--- src/rtl/gpio_mmio.sv ---
`default_nettype none
// ============================================================================
// Module      : gpio_mmio
// Description : Memory-mapped switch/LED peripheral with synchronised inputs,
//               per-switch change events and a maskable interrupt.
//               Define GPIO_DEBOUNCE_EN to enable the per-bit debounce counters.
// Revision    : 1.0 - initial release
// ============================================================================
module gpio_mmio #(
    parameter int                    SW_WIDTH        = 10,
    parameter int                    LED_WIDTH       = 10,
    parameter int                    ADDR_WIDTH      = 16,
    parameter logic [ADDR_WIDTH-1:0] BASE_ADDR       = 16'hC000,
    parameter int                    DEBOUNCE_CYCLES = 4
) (
    input  logic                  clk,
    input  logic                  rst,
    input  logic [ADDR_WIDTH-1:0] addr,
    input  logic                  re,
    input  logic                  we,
    input  logic [15:0]           wdata,
    output logic [15:0]           rdata,
    input  logic [SW_WIDTH-1:0]   sw_in,
    output logic [LED_WIDTH-1:0]  led_out,
    output logic                  irq
);

    localparam logic [1:0] REG_SW     = 2'd0;
    localparam logic [1:0] REG_LED    = 2'd1;
    localparam logic [1:0] REG_STATUS = 2'd2;
    localparam logic [1:0] REG_MASK   = 2'd3;

    logic [ADDR_WIDTH-1:0] offset;
    logic                  in_range;
    logic [1:0]            reg_sel;
    logic                  wr_led;
    logic                  wr_status;
    logic                  wr_mask;
    logic [15:0]           read_val;

    logic [SW_WIDTH-1:0]   sync_meta;
    logic [SW_WIDTH-1:0]   sync_q;
    logic [SW_WIDTH-1:0]   db;
    logic [SW_WIDTH-1:0]   db_prev;
    logic [SW_WIDTH-1:0]   accept;
    logic [SW_WIDTH-1:0]   status;
    logic [SW_WIDTH-1:0]   status_clr;
    logic [SW_WIDTH-1:0]   mask;

    // Unsigned wrap makes every address below BASE_ADDR decode as out of range.
    assign offset    = addr - BASE_ADDR;
    assign in_range  = (offset < ADDR_WIDTH'(4));
    assign reg_sel   = offset[1:0];
    assign wr_led    = we && in_range && (reg_sel == REG_LED);
    assign wr_status = we && in_range && (reg_sel == REG_STATUS);
    assign wr_mask   = we && in_range && (reg_sel == REG_MASK);

    logic unused_bits;
    assign unused_bits = &{1'b0, wdata};

    always_comb begin
        read_val = '0;
        case (reg_sel)
            REG_SW:     read_val[SW_WIDTH-1:0]  = db;
            REG_LED:    read_val[LED_WIDTH-1:0] = led_out;
            REG_STATUS: read_val[SW_WIDTH-1:0]  = status;
            REG_MASK:   read_val[SW_WIDTH-1:0]  = mask;
            default:    read_val                = '0;
        endcase
    end

    always_ff @(posedge clk) begin
        if (rst) begin
            sync_meta <= '0;
            sync_q    <= '0;
        end else begin
            sync_meta <= sw_in;
            sync_q    <= sync_meta;
        end
    end

`ifdef GPIO_DEBOUNCE_EN
    localparam int            CW      = $clog2(DEBOUNCE_CYCLES) + 1;
    localparam logic [CW-1:0] CNT_MAX = CW'(DEBOUNCE_CYCLES - 1);

    for (genvar i = 0; i < SW_WIDTH; i++) begin : g_debounce
        logic [CW-1:0] cnt;
        logic          differ;

        assign differ    = sync_q[i] ^ db[i];
        assign accept[i] = differ && (cnt == CNT_MAX);

        // Any sample that agrees with the accepted level restarts the count.
        always_ff @(posedge clk) begin
            if (rst) begin
                cnt <= '0;
            end else if (!differ || (cnt == CNT_MAX)) begin
                cnt <= '0;
            end else begin
                cnt <= cnt + CW'(1);
            end
        end
    end
`else
    localparam int unused_debounce = DEBOUNCE_CYCLES;
    assign accept = '1;
`endif

    always_ff @(posedge clk) begin
        if (rst) begin
            db      <= '0;
            db_prev <= '0;
        end else begin
            db      <= (db & ~accept) | (sync_q & accept);
            db_prev <= db;
        end
    end

    // Event set is OR-ed after the clear so a coincident event is never lost.
    assign status_clr = wr_status ? wdata[SW_WIDTH-1:0] : '0;

    always_ff @(posedge clk) begin
        if (rst) begin
            status  <= '0;
            mask    <= '0;
            led_out <= '0;
            rdata   <= '0;
        end else begin
            status <= (status & ~status_clr) | (db ^ db_prev);
            if (wr_mask) begin
                mask <= wdata[SW_WIDTH-1:0];
            end
            if (wr_led) begin
                led_out <= wdata[LED_WIDTH-1:0];
            end
            rdata <= (re && in_range) ? read_val : 16'h0000;
        end
    end

    assign irq = |(status & mask);

endmodule
`default_nettype wire

--- config.mk ---
export PLATFORM = sky130hd
export DESIGN_NAME = gpio_mmio
export DESIGN_NICKNAME = d
export VERILOG_FILES = /design/src/rtl/gpio_mmio.sv
export SDC_FILE = /design/constraint.sdc
export NUM_CORES = 1
export LEC_CHECK = 0
export CAP_MARGIN = 15
export CORE_ASPECT_RATIO = 0.6
export CORE_MARGIN = 2
export CORE_UTILIZATION = 51
export CTS_BUF_LIST = sky130_fd_sc_hd__clkbuf_4 sky130_fd_sc_hd__clkbuf_8
export CTS_CLUSTER_SIZE = 30
export DETAILED_ROUTE_END_ITERATION = 16
export GPL_TIMING_DRIVEN = 1
export PLACE_DENSITY = 0.82
export SLEW_MARGIN = 20
export SYNTH_ARGS = -nofsm -noshare
export SYNTH_HDL_FRONTEND = slang
export SYNTH_SLANG_ARGS = --single-unit
--- constraint.sdc ---
create_clock -name clk -period 1.45 [get_ports clk]
set_input_delay 0.29 -clock clk [delete_from_list [all_inputs] [get_ports clk]]
set_output_delay 0.29 -clock clk [all_outputs]
set_load 0.05 [all_outputs]
Yosys cells after proc, flatten, opt, wreduce, memory -nomap -nowiden
Cells that the tools add are included.

Add/subtract/negate cells: 1. $lt $le $gt $ge: 1. Equality and inequality tests: 3. Muxes and demuxes: 2. Bitwise operators: 6. Reductions and logical operators: 8.

Operators with widths (number): $pmux 10 s4 (1); $and 10x10->10 (2); $lt 16x3->1 const B (1); $sub 16x16->16 const B (1); $mux 10 (1); $not 10->10 (1); $or 10x10->10 (1); $reduce_or 10->1 (1); $xor 10x10->10 (1); $logic_and 1x1->1 (5); $eq 2x2->1 const B (2); $eq 2x1->1 const B (1); $logic_not 2->1 (1); $reduce_or 2->1 (1); $not 1->1 (1).

Bits in registers: 86. Bits of input ports: 46. Word-level logic and storage cells: 30.

Logic depth before layout (Yosys ltp)
Gate-level depths: netlist of the first run.

Depth after elaboration: 8. Depth in mapped cells: 5. Depth with buffers taken out: 4.

Least setup slack after synthesis of the first run
No wires, ideal clock.

Path kind: register -> output. Start point: register status[5]. End point: output port irq. Arrival: 1.223 ns. Required time: 1.160 ns. Path slack: -0.063 ns. Cell stages (with the launch flop): 4. Path through: dfxtp_1 > a22o_1 > a221oi_1 > nand4_1.

Cells in the longest elaborated chain, start to end: 2.

RTL lines: start: declaration (RTL line 46) `logic [SW_WIDTH-1:0] status;`; start signal: assignment (RTL line 129) `status <= (status & ~status_clr) | (db ^ db_prev);`; $and 10x10->10 (RTL line 140) `assign irq = |(status & mask);`; $reduce_or 10->1 (RTL line 140); end: declaration (RTL line 25) `output logic irq`.

Every way passes these cells.

Final worst setup path of the first run
Ends and elaborated chain as after synthesis.

==> results of run 1 <==
through the flow:
stage	total power [uW]	util [%]	hold WS, ns	TNS, ns
final	4510	77.8	0.431	-0.284
after global placement	2670	69.8	0.416	-14.11
after global routing	4660	77.8	0.438	-0.344
after detailed placement	2680	69.8	0.423	-15.45
after CTS	4500	75.8	0.418	-0.289
after floorplan	2510	-	0.414	-0.0129
registers in the layout, indices dropped and copies added (netlist names):
register	flops
sync_q	10
led_out	10
db_prev	10
rdata	10
status	10
sync_meta	10
db	10
mask	10
area by class of cell:
| cell class | instances | area [um2] |
|---|---|---|
| Timing Repair Buffer | 84 | 1080 |
| Fill cell | 345 | 1260 |
| Tap cell | 80 | 100 |
| Clock inverter | 5 | 78.8 |
| Inverter | 1 | 3.75 |
| Clock buffer | 11 | 151 |
| Sequential cell | 80 | 1600 |
| Multi-Input combinational cell | 190 | 1400 |
Yosys cell counts, types with 2 or more instances:
cell / n
clkbuf_1: 11
a21oi_1: 20
mux4_2: 10
nor4_1: 2
nor2b_1: 60
o21ai_1: 10
a211oi_1: 10
nand4_1: 3
buf_4: 8
dfxtp_1: 80
and4bb_2: 2
xor2_1: 10
o21ai_0: 10
nand3_1: 20
nor4_4: 2
nor2_1: 10
clkbuf_4: 2
buf_6: 2
a22oi_1: 3
power groups by stage:
stage | registers, uW | clock network (uW) | logic [uW]
4_1_cts | 2270 | 1860 | 368
6_report | 2270 | 1850 | 387
3_3_place_gp | 2320 | 0 | 349
5_1_grt | 2280 | 1960 | 412
2_1_floorplan | 2320 | 0 | 197
3_5_place_dp | 2320 | 0 | 361
metal layers:
metal / global-route usage (%) / share of wire, %
met1: 30.2 / 41
met2: 40.5 / 46
met3: 8.57 / 10
met4: 14.0 / 2.7
met5: 0 / 0
how the worst max path moves through the flow:
stage | end | from | slack, ns
2_1_floorplan | irq | mask[5] | -0.01
3_3_place_gp | led_out[1] | addr[7] | -0.38
3_5_place_dp | mask[7] | addr[7] | -0.47
4_1_cts | irq | mask[5] | -0.29
5_1_grt | irq | mask[5] | -0.34
6_report | irq | status[5] | -0.28
kinds of logic after synthesis:
group	Yosys count
AND/OR/NAND/NOR	106
flip-flops	80
other	1
multiplexers	10
AO/OA/AOI/OAI	55
buffers and inverters	25
XOR/XNOR	10
cells in the final DEF (no fill, tap or decap), drive strengths merged, types with 6 or more instances in the layout:
cell	synthesis	final
mux4	10	10
xor2	10	10
nand3	20	20
a211oi	10	10
conb	1	6
dfxtp	80	80
buf	11	45
a21oi	20	20
o21ai	20	20
nor2	10	10
clkdlybuf4s50	0	21
clkbuf	13	12
nor2b	60	60
dlymetal6s2s	0	13
worst max-delay path, stage by stage (launching register included):
cell and delay, ns:
dfxtp_2 0.34, a22o_1 0.22, a221oi_2 0.21, nand4_1 0.14
buf_6 0.18
what timing repair did:
item	4_1_cts	5_1_grt
setup endpoints to repair	22	33
pin swaps	7	12
setup buffers	6	1
gates resized for setup	18	29
gates cloned	6	1
==> flow_metrics.tcl, run 1 <==
set metrics [dict create \
    outcome "finished with violations" \
    violations "setup timing" \
    required_ns 1.16 \
    maxSlewViolCount 0 \
    critPathMaxFanout 3 \
    place_area_mm2 0.00396 \
    root_buffer "clkbuf_8" \
    grt_remaining_overflow 0 \
    post-route-cell-area_mm2 0.00442 \
    muxShareOfSynthArea_pct 7.37 \
    fin_crit_sh_pct 120 \
    grt.total_usage_pct 25.3 \
    yosys.area.top_type "dfxtp_1" \
    rsz0062_at_grt "true" \
    design.core.area_mm2 0.00568 \
    routedWlPerCell_um 18.1 \
    yosys.area_share.simple_pct 22.0 \
    synth-xor-area-share_pct 2.87 \
    pwr-share-comb_pct 8.6 \
    rr_startpoint "mask[1]" \
    synth_top_area_share_pct 52.4 \
    worstHoldEndpoint "sync_q[9]" \
    netlist-cell-type-count 31 \
    synth_seq_area_share_pct 52.4 \
    hold_viol_final 0 \
    p_leak_uw 0.00178 \
    drive_above_1_share_pct 24.5 \
    place_ws_ns -0.466 \
    min-delay-start "rst" \
    ctsHoldBuffers 0 \
    internal-power_uw 3500 \
    syn_inst 287 \
    p_sw_share_pct 22.4 \
    synthTopCellsByArea "dfxtp_1 (52%), nor2b_1 (12%), mux4_2 (7.4%), a21oi_1 (3.3%), nand3_1 (3.3%)" \
    die-area_mm2 0.00664 \
    fin_nets 412 \
    viasPerCell 5.55 \
    vias 2501 \
    vdd_ir_drop_max_mv 0.540 \
    syn_area_per_cell_um2 10.6 \
    yosys.area_share.adder_pct 0 \
    synth_area_mm2 0.00305 \
    drc_errors 0 \
    hp-class "input pin to flip-flop" \
    area_growth_syn_to_layout_pct 44.6 \
    reg2regPathDepth 2 \
    r2r-end "rdata[1]" \
    die_h_um 63.9 \
    grt_antenna_before_repair 0 \
    die_w_um 104 \
    grt_first_pass_wirelength_um 12900 \
    power.switching_uw 1010 \
    drtIter0Drc 180 \
    seq_power_share_pct 50.4 \
    synth-edff-count 0 \
    grt_start_max_net_pins 71 \
    cts_made_buffers 9 \
    yosysWarnings 0 \
    setup_ws_ns -0.284 \
    totalWireLength_um 8180 \
    holdPathStages 3 \
    htreeDepth 3 \
    cellPowerDensity_mw_per_mm2 1020 \
    grt_pass1_vias 2564 \
    start_kind "flip-flop" \
    hpwl_um 4580 \
    clk_path_buf_depth 2 \
    placement_rows 21 \
    clkSinkCount 80 \
    dp_cells 421 \
    synth-compound-area-share_pct 10.3 \
    firstDrtPassIters 6 \
    cts_tree "done" \
    insertion_delay_ns 0.35 \
    max_freq_ghz 0.577 \
    fin_cells 451 \
    setup_viol 1 \
    crit_arrival_ns 1.44 \
    worstSetupEndpointType "primary output" \
    r2r_slack_ns 0.35 \
    synth-async-reset-ratio_pct 0 \
    finClkSkew_ns 0.00901 \
    ant_nets 0 \
    synth_seq_cells 80 \
    clk_pin_slew_ns 0.08 \
    ios 73 \
    io_buffers 60 \
    clockPowerShare_pct 41.0 \
    synth_ff_type "dfxtp_1" \
    start_util_pct 53.8 \
    layout_min_cycle_time_ns 1.73 \
    diodes 0 \
    cap_violations 0 \
    critPathKind "flip-flop to primary output" \
    place_congestion 0.761 \
    synth_top_family_by_area "simple AND/OR/NAND/NOR gates" \
]
No activity file was read; power rests on OpenSTA's default activity.
==> run 2: changes to the inputs <==
--- a/config.mk
+++ b/config.mk
@@ -10,10 +10,8 @@
 export CORE_MARGIN = 2
 export CORE_UTILIZATION = 51
 export CTS_BUF_LIST = sky130_fd_sc_hd__clkbuf_4 sky130_fd_sc_hd__clkbuf_8
-export CTS_CLUSTER_SIZE = 30
 export DETAILED_ROUTE_END_ITERATION = 16
-export GPL_TIMING_DRIVEN = 1
-export PLACE_DENSITY = 0.82
+export PLACE_DENSITY = 0.89
 export SLEW_MARGIN = 20
 export SYNTH_ARGS = -nofsm -noshare
 export SYNTH_HDL_FRONTEND = slang
==> flow_metrics.tcl, run 2 (synthesis results as in run 1) <==
set metrics [dict create \
    final_cell_mix "dfxtp_1 (78), nor2b_1 (60), buf_12 (22)" \
    layout_min_cycle_time_ns 1.78 \
    crit_arrival_ns 1.49 \
    violations "setup timing" \
    grt.total_usage_pct 26.9 \
    n_fill_cell 353 \
    setup_ws_ns -0.335 \
    clockPowerShare_pct 42.0 \
    placement_rows 21 \
    cts_made_buffers 9 \
    grt_remaining_overflow 0 \
    die_h_um 63.9 \
    firstDrtPassIters 6 \
    seq_power_share_pct 49.6 \
    rsz0062_at_grt "true" \
    drc_errors 0 \
    ant_nets 0 \
    start_kind "flip-flop" \
    place_ws_ns -0.468 \
    fin_crit_sh_pct 123 \
    grt.met2_usage_pct 45.1 \
    setup_viol 1 \
    drtIter0Drc 154 \
    grt_first_pass_wirelength_um 13500 \
    cap_violations 0 \
    required_ns 1.16 \
    ctsHoldBuffers 0 \
    io_buffers 60 \
    critPathKind "flip-flop to primary output" \
    viasPerCell 5.75 \
    critPathMaxFanout 3 \
    worstSetupEndpointType "primary output" \
    insertion_delay_ns 0.36 \
    cts_tree "done" \
    grt.busiest_layer "met2" \
    totalWireLength_um 9170 \
    htreeDepth 3 \
    cellPowerDensity_mw_per_mm2 1040 \
    hpwl_um 4780 \
    fin_cells 452 \
    clkSinkCount 80 \
    clk_pin_slew_ns 0.08 \
    reg2regPathDepth 2 \
    utilization_pct 78.1 \
    vdd_ir_drop_max_mv 0.573 \
    hp-class "input pin to flip-flop" \
    p_leak_uw 0.00177 \
    vias 2599 \
    maxSlewViolCount 0 \
    dp_cells 421 \
    pwr-share-comb_pct 8.5 \
    place_congestion 0.811 \
    p_sw_share_pct 22.4 \
    max_freq_ghz 0.560 \
    internal-power_uw 3570 \
    ios 73 \
    start_util_pct 53.8 \
    routedWlPerCell_um 20.3 \
    layout_commonest_cell "dfxtp_1" \
    grt_antenna_before_repair 0 \
    holdWs_ns 0.438 \
    diodes 0 \
    drive_above_1_share_pct 26.6 \
    root_buffer "clkbuf_8" \
    design.core.area_mm2 0.00568 \
    finClkSkew_ns 0.0101 \
    die-area_mm2 0.00664 \
    fin_nets 414 \
    power.switching_uw 1030 \
    holdPathStages 3 \
    grt_start_max_net_pins 71 \
    area_growth_syn_to_layout_pct 45.1 \
    hold_viol_final 0 \
    clk_path_buf_depth 2 \
    die_w_um 104 \
    met3_usage_pct 9.29 \
    use_met1_pct 31.3 \
    outcome "finished with violations" \
    grt_pass1_vias 2666 \
]
## run 2: changes by cell type in the layout (fill, tap and decap cells not counted), moves of 2 or more
cell | before | now
o21ai_2 | 2 | 10
o21ai_1 | 14 | 8
buf_4 | 15 | 19
nand3_2 | 2 | 0
nand3_1 | 18 | 20
and4_4 | 4 | 2
dlymetal6s2s_1 | 13 | 10
dlygate4sd2_1 | 4 | 6
clkbuf_8 | 11 | 9
o21ai_0 | 3 | 1
## run 2: power groups by stage
stage,sequential [uW],clock [uW],combinational [uW]
global route,2280,2050,412
CTS,2280,1940,365
finish,2280,1930,388
global placement,2320,0,344
floorplan,2320,0,197
detailed placement,2320,0,355
## run 2: worst paths after layout
check	from	to	slack [ns]
worst max-delay path	mask[5]	irq	-0.33
worst max register to register	led_out[3]	rdata[3]	0.29
worst min-delay path	rst	sync_meta[9]	0.44
worst min register to register	sync_q[0]	db[0]	0.44
## run 2: layout make-up
class | instances | area [um2] | area share (%)
inverter | 1 | 3.75 | 0.0847
multi-input combinational | 189 | 1410 | 31.9
timing repair buffer | 87 | 1080 | 24.3
sequential | 80 | 1600 | 36.2
clock buffer | 9 | 124 | 2.80
clock inverter | 6 | 109 | 2.46
tap | 80 | 100 | 2.26
## run 2: routing by layer
| metal | wire length [um] | up-vias |
|---|---|---|
| met4 | 282 | 0 |
| met2 | 4520 | 177 |
| met1 | 3530 | 1229 |
| met3 | 835 | 31 |
| li1 | - | 1162 |
| met5 | 0 | - |
## run 2: repair_timing
action,4_1_cts,5_1_grt
gates resized for setup,33,21
setup endpoints to repair,21,33
buffers inserted,9,1
pin swaps,6,8
cloned,5,1
## run 2: per-stage QoR
stage / area (um2) / TNS (ns) / total power (uW)
4_1_cts: 4330 / -0.345 / 4580
3_3_place_gp: 3950 / -13.58 / 2670
3_5_place_dp: 3950 / -14.87 / 2680
5_1_grt: 4430 / -0.518 / 4740
6_report: 4430 / -0.335 / 4590
2_1_floorplan: 3080 / -0.0129 / 2510
## run 2: worst max-delay path, cell delays in order, from the launching register on
cell and delay (ns):
dfxtp_2 0.33, a22o_1 0.25, a221oi_2 0.17, nand4_1 0.18, buf_6 0.20
==> run 3: changes to the inputs <==
--- a/config.mk
+++ b/config.mk
@@ -5,7 +5,6 @@
 export SDC_FILE = /design/constraint.sdc
 export NUM_CORES = 1
 export LEC_CHECK = 0
-export CAP_MARGIN = 15
 export CORE_ASPECT_RATIO = 0.6
 export CORE_MARGIN = 2
 export CORE_UTILIZATION = 51
==> results of run 3 <==
The final DEF is identical to that of run 2; final timing and power are the same.
